$ cat config.mk
export PLATFORM = sky130hd
export DESIGN_NAME = uart_tx_controller_flat
export DESIGN_NICKNAME = d
export VERILOG_FILES = /design/src/rtl/uart_pkg.sv /design/src/rtl/uart_tx_controller_if.sv /design/src/rtl/uart_baud_tick.sv /design/src/rtl/uart_tx_controller.sv /design/src/flat_wrapper.sv
export SDC_FILE = /design/constraint.sdc
export NUM_CORES = 1
export LEC_CHECK = 0
export CAP_MARGIN = 10
export CORE_MARGIN = 1.5
export CORE_UTILIZATION = 45
export DETAILED_ROUTE_END_ITERATION = 10
export MAX_ROUTING_LAYER = met4
export PLACE_DENSITY = 0.74
export SLEW_MARGIN = 10
export SYNTH_ARGS = -nofsm -noshare
export SYNTH_HDL_FRONTEND = slang
export SYNTH_SLANG_ARGS = --single-unit
$ cat constraint.sdc
create_clock -name clk -period 1.8 [get_ports clk]
set_clock_uncertainty 0.15 [all_clocks]
set_input_delay 0.45 -clock clk [delete_from_list [all_inputs] [get_ports clk]]
set_output_delay 0.45 -clock clk [all_outputs]
set_load 0.005 [all_outputs]
$ cat src/rtl/uart_pkg.sv
// -----------------------------------------------------------------------------
// uart_pkg
// Definitions shared by the UART transmit controller and its baud counter.
//   tx_state_e       : controller FSM encoding (IDLE, LOAD, RUN)
//   BAUD_DIV_DEFAULT : clock cycles per bit for 50 MHz / 115200 baud
//   START_BIT        : line level of the start bit
//   STOP_BIT         : line level of the stop bit (also the idle level)
//   PARITY_BITS      : 1 when UART_TX_PARITY_EN is defined, otherwise 0
// Optional feature macro: UART_TX_PARITY_EN (even parity bit in the frame).
// -----------------------------------------------------------------------------
package uart_pkg;

    typedef enum logic [1:0] {
        IDLE = 2'd0,
        LOAD = 2'd1,
        RUN  = 2'd2
    } tx_state_e;

    localparam int BAUD_DIV_DEFAULT = 434;

    localparam logic START_BIT = 1'b0;
    localparam logic STOP_BIT  = 1'b1;

`ifdef UART_TX_PARITY_EN
    localparam int PARITY_BITS = 1;
`else
    localparam int PARITY_BITS = 0;
`endif

endpackage

$ cat src/rtl/uart_tx_controller_if.sv
// -----------------------------------------------------------------------------
// uart_tx_controller_if
// Byte handshake between the UART register file (master) and the transmit
// controller (slave).
//   tx_data  : byte to send, sampled on the handshake   (master -> slave)
//   tx_valid : requester has a byte                     (master -> slave)
//   tx_ready : controller can accept a byte             (slave -> master)
//   tx_busy  : frame in progress                        (slave -> master)
//   tx_done  : one-cycle pulse at the end of a frame    (slave -> master)
// -----------------------------------------------------------------------------
interface uart_tx_controller_if #(
    parameter int DATA_BITS = 8
);

    logic [DATA_BITS-1:0] tx_data;
    logic                 tx_valid;
    logic                 tx_ready;
    logic                 tx_busy;
    logic                 tx_done;

    modport master (
        output tx_data, tx_valid,
        input  tx_ready, tx_busy, tx_done
    );

    modport slave (
        input  tx_data, tx_valid,
        output tx_ready, tx_busy, tx_done
    );

endinterface

$ cat src/rtl/uart_baud_tick.sv
// -----------------------------------------------------------------------------
// uart_baud_tick
// Bit-period counter: counts 0..BAUD_DIV-1 while enabled and flags the
// terminal count. The tick cycle itself returns the count to zero.
//   clk   : system clock, rising edge
//   rst   : asynchronous, active-low reset
//   clear : synchronous clear to zero (has priority over counting)
//   en    : count enable
//   tick  : high in the cycle the count sits at BAUD_DIV-1 while enabled
// -----------------------------------------------------------------------------
module uart_baud_tick
    import uart_pkg::*;
#(
    parameter int BAUD_DIV = BAUD_DIV_DEFAULT
) (
    input  logic clk,
    input  logic rst,
    input  logic clear,
    input  logic en,
    output logic tick
);

    localparam int               CNT_W = $clog2(BAUD_DIV);
    localparam logic [CNT_W-1:0] TERM  = CNT_W'(BAUD_DIV - 1);

    logic [CNT_W-1:0] baud_cnt;

    assign tick = en && (baud_cnt == TERM);

    // NOTE: state registers take non-blocking (<=) assignments so every flop
    // samples the pre-edge values of the others; blocking (=) here would
    // create order-dependent simulation that need not match the netlist.
    always_ff @(posedge clk or negedge rst) begin
        if (!rst) begin
            baud_cnt <= '0;
        end else if (clear || tick) begin
            baud_cnt <= '0;
        end else if (en) begin
            baud_cnt <= baud_cnt + 1'b1;
        end
    end

endmodule

$ cat src/rtl/uart_tx_controller.sv
// -----------------------------------------------------------------------------
// uart_tx_controller
// Sequences the UART transmit shifter: accepts a byte over a valid/ready
// handshake, presents the frame word, pulses the shifter's parallel load once,
// then pulses its shift input once per bit period until the whole frame
// (stop bit included) has been on the line for BAUD_DIV cycles per bit.
//   clk        : system clock, rising edge
//   rst        : asynchronous, active-low reset
//   tx         : byte handshake (slave side of uart_tx_controller_if)
//   shift_load : to the shifter's parallel-load enable (LOAD state)
//   shift_en   : to the shifter's shift input (one pulse per bit period)
//   shift_data : frame word {STOP, [parity], data, START} for the shifter's D
// Optional feature macro: UART_TX_PARITY_EN inserts an even-parity bit between
// the data MSB and the stop bit (FRAME_BITS = DATA_BITS+3 instead of +2).
// -----------------------------------------------------------------------------
module uart_tx_controller
    import uart_pkg::*;
#(
    parameter  int BAUD_DIV   = BAUD_DIV_DEFAULT,
    parameter  int DATA_BITS  = 8,
    localparam int FRAME_BITS = DATA_BITS + 2 + PARITY_BITS
) (
    input  logic                  clk,
    input  logic                  rst,
    uart_tx_controller_if.slave   tx,
    output logic                  shift_load,
    output logic                  shift_en,
    output logic [FRAME_BITS-1:0] shift_data
);

    localparam int               BIT_W    = $clog2(FRAME_BITS + 1);
    localparam logic [BIT_W-1:0] LAST_BIT = BIT_W'(FRAME_BITS - 1);

    tx_state_e            state;
    tx_state_e            state_nxt;
    logic [DATA_BITS-1:0] data_hold;
    logic [BIT_W-1:0]     bit_cnt;
    logic                 tick;
    logic                 accept;
    logic                 ready;
    logic                 busy;
    logic                 done;

    // The baud counter is held at zero outside RUN, so the first tick of a
    // frame lands exactly BAUD_DIV cycles after the LOAD cycle.
    uart_baud_tick #(
        .BAUD_DIV (BAUD_DIV)
    ) u_baud_tick (
        .clk   (clk),
        .rst   (rst),
        .clear (state != RUN),
        .en    (state == RUN),
        .tick  (tick)
    );

    // NOTE: every output of this block gets a default before the case, so no
    // path leaves a signal unassigned and no latch is inferred.
    always_comb begin
        state_nxt  = state;
        ready      = 1'b0;
        busy       = 1'b0;
        done       = 1'b0;
        accept     = 1'b0;
        shift_load = 1'b0;
        shift_en   = 1'b0;
        case (state)
            IDLE: begin
                ready = 1'b1;
                if (tx.tx_valid) begin
                    accept    = 1'b1;
                    state_nxt = LOAD;
                end
            end
            LOAD: begin
                busy       = 1'b1;
                shift_load = 1'b1;
                state_nxt  = RUN;
            end
            RUN: begin
                busy = 1'b1;
                if (tick) begin
                    shift_en = 1'b1;
                    // Ticking on the last frame bit ends the frame; the stop
                    // bit has then been on the line for a full bit period.
                    if (bit_cnt == LAST_BIT) begin
                        done      = 1'b1;
                        state_nxt = IDLE;
                    end
                end
            end
            default: state_nxt = IDLE;
        endcase
    end

    always_ff @(posedge clk or negedge rst) begin
        if (!rst) begin
            state <= IDLE;
        end else begin
            state <= state_nxt;
        end
    end

    // NOTE: data_hold is reset even though it is only read after a capture,
    // because shift_data is a visible port and must be defined out of reset.
    always_ff @(posedge clk or negedge rst) begin
        if (!rst) begin
            data_hold <= '0;
            bit_cnt   <= '0;
        end else begin
            if (accept) begin
                data_hold <= tx.tx_data;
            end
            if (state == LOAD) begin
                bit_cnt <= '0;
            end else if (shift_en) begin
                bit_cnt <= bit_cnt + 1'b1;
            end
        end
    end

`ifdef UART_TX_PARITY_EN
    assign shift_data = {STOP_BIT, ^data_hold, data_hold, START_BIT};
`else
    assign shift_data = {STOP_BIT, data_hold, START_BIT};
`endif

    assign tx.tx_ready = ready;
    assign tx.tx_busy  = busy;
    assign tx.tx_done  = done;

endmodule

$ cat src/flat_wrapper.sv
// flat-port wrapper written by rule: the top's interface ports become plain ports
module uart_tx_controller_flat import uart_pkg::*;
#(
    parameter  int BAUD_DIV   = BAUD_DIV_DEFAULT,
    parameter  int DATA_BITS  = 8,
    localparam int FRAME_BITS = DATA_BITS + 2 + PARITY_BITS
)
  (clk, rst, shift_load, shift_en, shift_data, tx_tx_data, tx_tx_valid, tx_tx_ready, tx_tx_busy, tx_tx_done);
  uart_tx_controller_if #(.DATA_BITS(DATA_BITS)) tx_i ();
  input  logic clk;
  input  logic rst;
  output logic shift_load;
  output logic shift_en;
  output logic [FRAME_BITS-1:0] shift_data;
  input wire logic [$bits(tx_i.tx_data)-1:0] tx_tx_data;
  input wire logic [$bits(tx_i.tx_valid)-1:0] tx_tx_valid;
  output wire logic [$bits(tx_i.tx_ready)-1:0] tx_tx_ready;
  output wire logic [$bits(tx_i.tx_busy)-1:0] tx_tx_busy;
  output wire logic [$bits(tx_i.tx_done)-1:0] tx_tx_done;
  assign tx_i.tx_data = tx_tx_data;
  assign tx_i.tx_valid = tx_tx_valid;
  assign tx_tx_ready = tx_i.tx_ready;
  assign tx_tx_busy = tx_i.tx_busy;
  assign tx_tx_done = tx_i.tx_done;
  uart_tx_controller #(.BAUD_DIV(BAUD_DIV), .DATA_BITS(DATA_BITS)) u_core (.clk(clk), .rst(rst), .tx(tx_i), .shift_load(shift_load), .shift_en(shift_en), .shift_data(shift_data));
endmodule
# Word-level counts from Yosys, hierarchy flattened
# Index checks and enable logic that the tools add are counted.
# op_classes
n_addsub	2
n_eq_ne	8
n_mux	18
n_reduce_logical	7
# ops
cell	count
two-way mux 9 bit	2
two-way mux 1 bit	10
adder 9 x 1 -> 9 bit (second input constant)	1
== test 9 bit (second input constant)	1
two-way mux 4 bit	2
two-way mux 2 bit	3
case mux 2 bit (3 select lines)	1
adder 4 x 1 -> 4 bit (second input constant)	1
== test 4 bit (second input constant)	1
!= test 2 x 1 -> 1 bit (second input constant)	2
!= test 2 bit (second input constant)	2
nonzero test 2 bit	2
AND reduction 3 bit	1
== test 2 x 1 -> 1 bit (second input constant)	1
== test 2 bit (second input constant)	1
zero test 2 bit	1
OR reduction 2 bit	1
logical AND 1 bit	1
logical OR 1 bit	1
# totals
reg_bits	23
inputBits	11
output_inout_bits	15
elab_cells	39

# Longest topological paths before layout
# Gate-level depths: netlist of run 1.
# depth
word_depth	6
ltp_mapped	6
depth_no_buf	5

# Cells and area by module
# Synthesis of run 1 repeated with hierarchy kept, for this count alone.
# unflattened
cells_unflattened	112
area_unflattened_um2	1226.2
# by_module_without_submodules
module	instances	cells_each	area_per_inst_um2	seq_area_each_um2
uart_tx_controller	1	59	698.2	350.3
uart_baud_tick	1	53	528.0	225.2

# Least setup slack after synthesis of run 1
# Ideal clock, no wire load.
# synth_timing
path_kind	flip-flop to output port
startpoint	register u_core.u_baud_tick.baud_cnt[1]
endpoint	output tx_tx_done
t_arrival_ns	1.235
required_ns	1.200
setup_slack_ns	-0.035
stages_incl_launch_ff	6
path_buffers	0
path_cell_list	dfrtp_1 inv_1 ha_1 nand4b_4 or2_1 nor3_1
# synth_between
elab_chain_len	4
# synth_rtl
item	line_no	rtl
start, declared	uart_baud_tick.sv:26	logic [CNT_W-1:0] baud_cnt;
start signal, assigned	uart_baud_tick.sv:39	baud_cnt <= baud_cnt + 1'b1;
== test 9 bit	uart_baud_tick.sv:28	assign tick = en && (baud_cnt == TERM);
logical AND 1 bit	uart_baud_tick.sv:28	
two-way mux 1 bit	uart_tx_controller.sv:81	if (tick) begin
two-way mux 1 bit	uart_tx_controller.sv:66	case (state)
end, declared	flat_wrapper.sv:19	output wire logic [$bits(tx_i.tx_done)-1:0] tx_tx_done;
# Every way passes these cells.

# Worst setup path after layout of run 1
# Same ends and word-level chain as after synthesis.

==> impl_metrics.py, run 1 <==
metrics = {
    "timing": {
        "fmax_mhz": 456,
        "rsz0062_at_grt": "yes",
        "finalCritPeriodShare_pct": 122,
        "period_minus_slack_ps": 2190,
        "hold_viol_final": 0,
        "final-max-slew-violation-count": 0,
        "setup_violations": 5,
        "setup_slack_ps": -394,
        "fin_setup_tns_ps": -823,
    },
    "floorplanning": {
        "die_width_um": 56.1,
        "die_area_um2": 3150,
        "start_util_pct": 46.9,
        "core_um2": 2710,
        "die_h_um": 56.1,
        "num_io_pins": 26,
        "rows": 19,
    },
    "power": {
        "powerDensity_nw_per_um2": 1140,
        "finalPower_mw": 2.24,
        "p_leak_nw": 0.994,
        "irDropWorstVdd_uv": 1110,
    },
    "detailed_routing": {
        "avgRoutedWirePerCell_um": 14.5,
        "dr.first_iter.drc_count": 18,
        "routed_via_density": 5.18,
        "antenna_left": 0,
        "firstDrtPassIters": 4,
        "routed_wl_mm": 3.01,
        "drc": 0,
        "dr_total_vias": 1078,
    },
    "clock_tree": {
        "cts_tree": "built",
        "cts_buffer_depth": 2,
        "clk_latency_ps": 320,
        "numCtsBuffers": 3,
        "clock_sinks": 23,
        "htree_levels": 1,
        "root_buffer": "clkbuf_4",
        "clkSlewWorstSetupHoldPaths_ps": 130,
    },
    "outcome": {
        "status": "finished, violations left",
        "violations": "negative setup slack",
    },
    "setup_path": {
        "crit_type": "reg -> out",
        "start_kind": "flop",
        "r2r-start": "u_core.state[1]",
        "slowest_stage": "dfrtp_1",
        "max_stage_delay_ps": 420,
        "cp.buffers_inverters": 2,
        "worstPathArrival_ps": 1590,
        "cp_top_family": "simple AND/OR/NAND/NOR gates",
        "cp.required_ps": 1200,
        "crit_path_start": "u_core.u_baud_tick.baud_cnt[1]",
        "crit_chain": "inv_2 > ha_4 > nand4b_4 > or2_4 > nor3_2 > buf_2",
        "critPathMaxFanout": 2,
        "critPathCaptureType": "primary output",
    },
    "cells_and_area": {
        "final_cell_mix": "buf_4 (30), dfrtp_1 (23), nor2_1 (10), clkdlybuf4s50_1 (10), buf_6 (9)",
        "area_growth_pct": 54.9,
        "stdcell_area_um2": 1970,
        "antenna_cells": 0,
        "drive_above_1_share_pct": 42.9,
        "final_common_cell": "buf_4",
        "layout.nets": 197,
    },
    "global_route": {
        "grt_pass1_wl_mm": 4.77,
        "grt_pass1_vias": 1151,
        "grt_usage_pct": 19.4,
        "grt_max_degree": 24,
        "grt_overflow_total": 0,
        "antenna_found_initial": 0,
    },
    "logic_synthesis": {
        "yosys.area.top_type": "dfrtp_1",
        "synth_cell_types": 32,
        "synth_top_area_share_pct": 45.3,
        "synth_nets": 136,
        "ys.flop_type": "dfrtp_1",
        "yosysWarnings": 0,
        "synth_edf_count": 0,
        "synthCells": 117,
        "ys_seq_elements": 23,
        "yosysSeqAreaShare_pct": 45.3,
        "syn_area_um2": 1270,
        "synth-async-reset-ratio_pct": 100,
        "synth.top_cells.by_area": "dfrtp_1 (45%), ha_1 (7.9%), mux2_2 (7.1%), nor2_1 (3.0%), nor2b_1 (2.5%)",
        "syn_avg_cell_area_um2": 10.9,
    },
    "place": {
        "portBuffers": 23,
        "post_dp_cell_area_um2": 1730,
        "gp_congestion": 0.884,
        "dp_hpwl_mm": 2.01,
    },
    "job": {
        "maxCapViolCount": 0,
    },
    "hold_path": {
        "worstHoldPathType": "in -> async",
    },
}
-- path summary, 6_finish.rpt --
| check | end | slack (ps) | depth (start not counted) |
|---|---|---|---|
| setup reg to reg | u_core.data_hold[5] | 40 | 8 |
| hold / removal | u_core.u_baud_tick.baud_cnt[6] | 320 | 2 |
| min in group clk | u_core.data_hold[0] | 370 | 1 |
| setup / recovery | tx_tx_done | -390 | 6 |
| hold reg to reg | u_core.data_hold[0] | 370 | 1 |
| max in group asynchronous | u_core.state[1] | 950 | 2 |
-- cell type report --
type,instances,area (µm²)
clock buffer,3,22.5
clock inverter,1,5.00
fill,195,743
inverter,6,25.0
multi-input combinational,84,747
sequential,23,576
tap,31,38.8
timing repair buffer,60,553
-- kinds of logic after synthesis --
kind of cell,Yosys count,synth area share [%]
multiplexers,12,11.2
buffers and inverters,10,4.14
AND/OR/NAND/NOR,44,21.6
other,2,0.591
XOR/XNOR,3,2.07
flip-flops,23,45.3
adder cells (fa/ha/maj),8,7.88
AO/OA/AOI/OAI,15,7.19
-- flip-flops by register name (all words and copies together) (netlist names) --
| name | flops |
|---|---|
| u_core.state | 2 |
| u_core.data_hold | 8 |
| u_core.u_baud_tick.baud_cnt | 9 |
| u_core.bit_cnt | 4 |
-- Yosys cell counts (3+ instances only) --
cell type and n:
a21oi_1 4, and3b_1 3, dfrtp_1 23, ha_1 8, inv_1 6, mux2_2 8
nand2_1 3, nand3_1 5, nand4_1 3, nor2_1 10, nor2b_1 5, nor3_1 3
o21ai_0 6, or3_1 4
-- power breakdown --
group	internal (mW)	switching [mW]	total [mW]
Combinational	0.767	0.513	1.28
Sequential	0.647	0.0727	0.719
Clock	0.0832	0.161	0.245
-- per-layer routing --
layer,GRT usage (%),up-vias,wire length (µm)
li1,-,523,-
met1,23.2,533,1250
met2,32.9,15,1650
met3,2.33,7,54
met4,8.50,0,57
met5,-,-,0
-- per-stage QoR --
step | hold WS, ps | setup WS [ps] | utilization (%) | std cells
after floorplan | 4.41 | 22.1 | - | 117
after global placement | 340 | -384 | 63.9 | 194
after detailed placement | 352 | -428 | 63.9 | 194
after CTS | 329 | -391 | 68.3 | 206
after global routing | 342 | -470 | 72.6 | 208
final | 320 | -394 | 72.6 | 208
-- repair_timing --
action,CTS,global route
pin swaps,1,7
setup buffers,8,3
endpoints found under the setup margin,6,25
hold buffers,0,0
gates resized for setup,34,23
Power figures use the tool's default switching activity.
==> run 2, diff against run 1 <==
--- a/config.mk
+++ b/config.mk
@@ -6,7 +6,7 @@
 export NUM_CORES = 1
 export LEC_CHECK = 0
 export CAP_MARGIN = 10
-export CORE_MARGIN = 1.5
+export CORE_MARGIN = 4
 export CORE_UTILIZATION = 45
 export DETAILED_ROUTE_END_ITERATION = 10
 export MAX_ROUTING_LAYER = met4
==> run 2 against run 1 <==
Effect of this change:
- the flow still finishes with violations (negative setup slack)
- design area decreased by 5.3%
- core utilization decreased by 4.5 points
- via count decreased by 0.56%
- global-route usage decreased by 1.5 points
- sequential power about the same
- clock power increased by 4%
==> impl_metrics.py, run 2 (same netlist as run 1, synthesis figures left out) <==
metrics = {
    "outcome": {
        "status": "finished, violations left",
        "violations": "negative setup slack",
    },
    "clock_tree": {
        "clock_sinks": 23,
        "htree_levels": 1,
        "clkSlewWorstSetupHoldPaths_ps": 140,
        "clk_latency_ps": 330,
        "cts_tree": "built",
        "root_buffer": "clkbuf_4",
        "numCtsBuffers": 3,
        "cts_buffer_depth": 2,
    },
    "global_route": {
        "grt_pass1_wl_mm": 4.66,
        "grt_usage_pct": 18.0,
        "grt_pass1_vias": 1099,
        "grt_overflow_total": 0,
        "antenna_found_initial": 0,
        "grt_max_degree": 24,
    },
    "power": {
        "powerDensity_nw_per_um2": 1130,
        "finalPower_mw": 2.10,
        "p_int_mw": 1.37,
        "swShare_pct": 34.7,
        "irDropWorstVdd_uv": 983,
        "comb_power_share_pct": 53.5,
        "seqPwrFrac_pct": 34.3,
        "p_sw_uw": 727,
        "p_leak_nw": 0.901,
        "p_clk_share_pct": 12.2,
    },
    "timing": {
        "hold_viol_final": 0,
        "timing.hold.ws_ps": 303,
        "setup_violations": 3,
        "setup_slack_ps": -377,
        "period_minus_slack_ps": 2180,
        "finalCritPeriodShare_pct": 121,
        "rsz0062_at_grt": "yes",
        "fmax_mhz": 459,
        "final-max-slew-violation-count": 0,
    },
    "setup_path": {
        "crit_path_start": "u_core.u_baud_tick.baud_cnt[1]",
        "critPathMaxFanout": 2,
        "worstPathArrival_ps": 1580,
        "reg2reg_to": "u_core.state[1]",
        "r2r_cells": 6,
        "ff2ff_setup_slack_ps": 60,
        "crit_type": "reg -> out",
        "r2r-start": "u_core.state[1]",
        "start_kind": "flop",
        "setup.worst_path.end": "tx_tx_done",
        "cp.required_ps": 1200,
        "critPathCaptureType": "primary output",
    },
    "detailed_routing": {
        "antenna_left": 0,
        "routed_via_density": 5.28,
        "routed_wl_mm": 3.12,
        "dr.first_iter.drc_count": 25,
        "avgRoutedWirePerCell_um": 15.4,
        "drc": 0,
        "dr_total_vias": 1072,
        "firstDrtPassIters": 4,
    },
    "cells_and_area": {
        "largest_register": "u_core.u_baud_tick.baud_cnt",
        "fill_cells": 207,
        "drive_above_1_share_pct": 37.8,
        "final_common_cell": "buf_4",
        "area_growth_pct": 46.6,
        "reg.largest.list": "u_core.u_baud_tick.baud_cnt: 9 flops, u_core.data_hold: 8 flops, u_core.bit_cnt: 4 flops",
        "layout.nets": 192,
        "antenna_cells": 0,
        "final_cell_mix": "buf_4 (29), dfrtp_1 (23), nor2_1 (10), clkdlybuf4s50_1 (10), mux2_2 (8)",
        "largest_reg_flops": 9,
        "layoutNonFillerInstCount": 203,
        "utilization_pct": 68.1,
    },
    "floorplanning": {
        "die_width_um": 61.1,
        "die_h_um": 61.1,
        "rows": 19,
        "start_util_pct": 46.5,
        "num_io_pins": 26,
        "core_um2": 2730,
        "die_area_um2": 3740,
    },
    "place": {
        "dp_hpwl_mm": 2.23,
        "gp_congestion": 0.819,
        "place_inst": 194,
        "portBuffers": 23,
    },
    "hold_path": {
        "worstHoldPathType": "in -> async",
    },
    "job": {
        "maxCapViolCount": 0,
    },
}
## run 2: changes by cell type in the layout (fill, tap and decap cells not counted), sizes merged
cell	before	now
buf	42	36
dlygate4sd2	1	7
dlymetal6s2s	7	1
clkdlybuf4s15	0	1
## run 2: worst min path at each step
| stage | startpoint | end | slack, ps | cells after the start |
|---|---|---|---|---|
| 2_1_floorplan | rst | u_core.bit_cnt[0] | 4 | 0 |
| 3_3_place_gp | u_core.data_hold[1] | u_core.data_hold[1] | 340 | 1 |
| 3_5_place_dp | u_core.data_hold[5] | u_core.data_hold[5] | 340 | 1 |
| 4_1_cts | rst | u_core.u_baud_tick.baud_cnt[3] | 310 | 2 |
| 5_1_grt | rst | u_core.data_hold[3] | 320 | 2 |
| 6_report | rst | u_core.bit_cnt[0] | 300 | 2 |
## run 2: power by group through the flow
stage               clock (mW)  combinational (mW)  sequential [mW]
finish                   0.256                1.12            0.719
global route             0.282                1.22            0.734
CTS                      0.261                1.09            0.711
detailed placement           0                1.02            0.724
global placement             0               0.979            0.715
floorplan                    0               0.427            0.737
## run 2: area by class of cell
| class | count | area, µm² | area share [%] |
|---|---|---|---|
| Multi-Input combinational cell | 84 | 721 | 38.7 |
| Sequential cell | 23 | 576 | 30.9 |
| Timing Repair Buffer | 55 | 472 | 25.3 |
| Tap cell | 31 | 38.8 | 2.08 |
| Inverter | 6 | 27.5 | 1.48 |
| Clock buffer | 3 | 22.5 | 1.21 |
| Clock inverter | 1 | 5.00 | 0.269 |
## run 2: worst max-delay path, cell delays in order (launching register included)
cell	delay (ps)
dfrtp_1	420
inv_2	70
ha_4	130
nand4b_4	100
or2_4	280
nor3_4	120
buf_2	140
## run 2: repair_timing
item,4_1_cts,5_1_grt
pin swaps,3,3
setup buffers,5,2
resized for setup,38,7
endpoints found under the setup margin,12,11
hold buffers,0,0
## run 2: metal layers
| metal | wire length (µm) | GRT usage [%] | up-vias |
|---|---|---|---|
| met4 | 51 | 8.36 | 0 |
| met2 | 1720 | 32.0 | 13 |
| li1 | - | - | 517 |
| met3 | 83 | 3.14 | 5 |
| met5 | 0 | - | - |
| met1 | 1260 | 19.1 | 537 |
## run 2: metrics by stage
stage                     cell area [µm²]  setup TNS [ps]  setup WS [ps]
after global placement               1730            -859           -383
after floorplan                      1280               0           22.1
after global routing                 1860            -976           -445
after CTS                            1810            -859           -437
final                                1860            -789           -377
after detailed placement             1730           -1050           -451
==> run 3, diff against run 2 <==
--- a/config.mk
+++ b/config.mk
@@ -11,7 +11,9 @@
 export DETAILED_ROUTE_END_ITERATION = 10
 export MAX_ROUTING_LAYER = met4
 export PLACE_DENSITY = 0.74
+export SKIP_CTS_REPAIR_TIMING = 1
 export SLEW_MARGIN = 10
 export SYNTH_ARGS = -nofsm -noshare
 export SYNTH_HDL_FRONTEND = slang
 export SYNTH_SLANG_ARGS = --single-unit
+export TNS_END_PERCENT = 1
==> run 3 against run 2 <==
Effect of this change:
- highest routed layer unchanged
- combinational power hardly changed
- via count is 2.0% lower
- flip-flop and latch count did not move
- critical path depth unchanged
- design area down 1.5%
- register-to-register slack worse by 30 ps
- clock-buffer cell count did not move
- die area unchanged
- the run still ends with negative setup slack left
- largest power group unchanged
- hold slack better by 24 ps
==> impl_metrics.py, run 3 (same netlist as run 1, synthesis figures left out) <==
metrics = {
    "setup_path": {
        "r2r-start": "u_core.state[1]",
        "critPathMaxFanout": 2,
        "cp.required_ps": 1200,
        "critPathCaptureType": "primary output",
        "worstPathArrival_ps": 1620,
        "start_kind": "flop",
        "crit_path_start": "u_core.u_baud_tick.baud_cnt[1]",
        "crit_type": "reg -> out",
        "ff2ff_setup_slack_ps": 30,
    },
    "floorplanning": {
        "num_io_pins": 26,
        "die_h_um": 61.1,
        "core_um2": 2730,
        "start_util_pct": 46.5,
        "die_width_um": 61.1,
        "die_area_um2": 3740,
        "rows": 19,
    },
    "global_route": {
        "grt_max_degree": 24,
        "grt_usage_pct": 17.2,
        "grt_overflow_total": 0,
        "grt_pass1_vias": 1085,
        "grt_pass1_wl_mm": 4.46,
        "antenna_found_initial": 0,
    },
    "place": {
        "portBuffers": 23,
        "dp_hpwl_mm": 2.23,
        "gp_congestion": 0.819,
        "preCtsSetupSlack_ps": -451,
    },
    "clock_tree": {
        "cts_tree": "built",
        "clk_latency_ps": 330,
        "numCtsBuffers": 3,
        "root_buffer": "clkbuf_4",
        "clock_sinks": 23,
        "htree_levels": 1,
        "cts_buffer_depth": 2,
        "clkSlewWorstSetupHoldPaths_ps": 140,
    },
    "outcome": {
        "violations": "negative setup slack",
        "status": "finished, violations left",
    },
    "cells_and_area": {
        "final_cell_mix": "buf_4 (26), dfrtp_1 (23), nor2_1 (10), clkdlybuf4s50_1 (10)",
        "drive_above_1_share_pct": 35.5,
        "antenna_cells": 0,
        "reg.largest.list": "u_core.u_baud_tick.baud_cnt: 9 flops, u_core.data_hold: 8 flops, u_core.bit_cnt: 4 flops",
        "largest_register": "u_core.u_baud_tick.baud_cnt",
        "final_common_cell": "buf_4",
        "largest_reg_flops": 9,
        "utilization_pct": 67.1,
        "area_growth_pct": 44.4,
        "layout.nets": 189,
    },
    "timing": {
        "setup_slack_ps": -420,
        "rsz0062_at_grt": "yes",
        "fmax_mhz": 450,
        "final-max-slew-violation-count": 0,
        "finalCritPeriodShare_pct": 123,
        "hold_viol_final": 0,
        "period_minus_slack_ps": 2220,
        "setup_violations": 3,
        "timing.hold.ws_ps": 326,
        "fin_setup_tns_ps": -763,
    },
    "detailed_routing": {
        "drc": 0,
        "dr_total_vias": 1051,
        "firstDrtPassIters": 3,
        "routed_wl_mm": 3.02,
        "routed_via_density": 5.26,
        "avgRoutedWirePerCell_um": 15.1,
        "antenna_left": 0,
        "dr.first_iter.drc_count": 23,
    },
    "power": {
        "finalPower_mw": 2.06,
        "p_leak_nw": 0.942,
        "irDropWorstVdd_uv": 1010,
        "powerDensity_nw_per_um2": 1120,
    },
    "hold_path": {
        "worstHoldPathType": "in -> async",
    },
    "job": {
        "maxCapViolCount": 0,
    },
}
run 3: cell count changes in the layout (fill, tap and decap cells not counted), moves of 2 or more:
cell,before,now
dlygate4sd2_1,7,0
dlymetal6s2s_1,1,8
buf_4,29,26
clkbuf_2,0,3
buf_2,3,1
run 3: per-stage QoR:
step / instances / instance area (µm²)
floorplan: 117 / 1280
global placement: 194 / 1730
detailed placement: 194 / 1730
CTS: 198 / 1760
global route: 200 / 1830
finish: 200 / 1830
run 3: path summary, 6_finish.rpt:
kind                                                  end  depth (start not counted)
setup / recovery                               tx_tx_done                          6
hold / removal                            u_core.state[1]                          2
setup reg to reg                          u_core.state[0]                          6
hold reg to reg                       u_core.data_hold[1]                          1
max in group asynchronous  u_core.u_baud_tick.baud_cnt[5]                          2
min in group clk                      u_core.data_hold[1]                          1
run 3: layout make-up:
| class | count | area, µm² |
|---|---|---|
| fill | 210 | 900 |
| multi-input combinational | 84 | 698 |
| sequential | 23 | 576 |
| timing repair buffer | 52 | 469 |
| tap | 31 | 38.8 |
| inverter | 6 | 25.0 |
| clock buffer | 3 | 22.5 |
| clock inverter | 1 | 5.00 |
run 3: report_power, final:
part / total (mW) / switching (mW) / internal (mW) / leakage, nW
Clock: 0.253 / 0.170 / 0.0834 / 0.0177
Combinational: 1.09 / 0.461 / 0.627 / 0.625
Sequential: 0.721 / 0.0747 / 0.647 / 0.300
run 3: critical path, stage by stage (launching register included):
cell and delay (ps):
dfrtp_1 430, inv_2 70, ha_4 130, nand4b_4 90, or2_4 260, nor3_4 170
clkbuf_2 130
run 3: routing by layer:
| metal | global-route usage, % | up-vias | part of all wire, % | wire length [µm] |
|---|---|---|---|---|
| li1 | - | 512 | - | - |
| met1 | 17.9 | 523 | 40 | 1200 |
| met2 | 29.9 | 11 | 56 | 1680 |
| met3 | 3.14 | 5 | 2.7 | 80 |
| met4 | 9.91 | 0 | 1.6 | 49 |
| met5 | - | - | 0 | 0 |
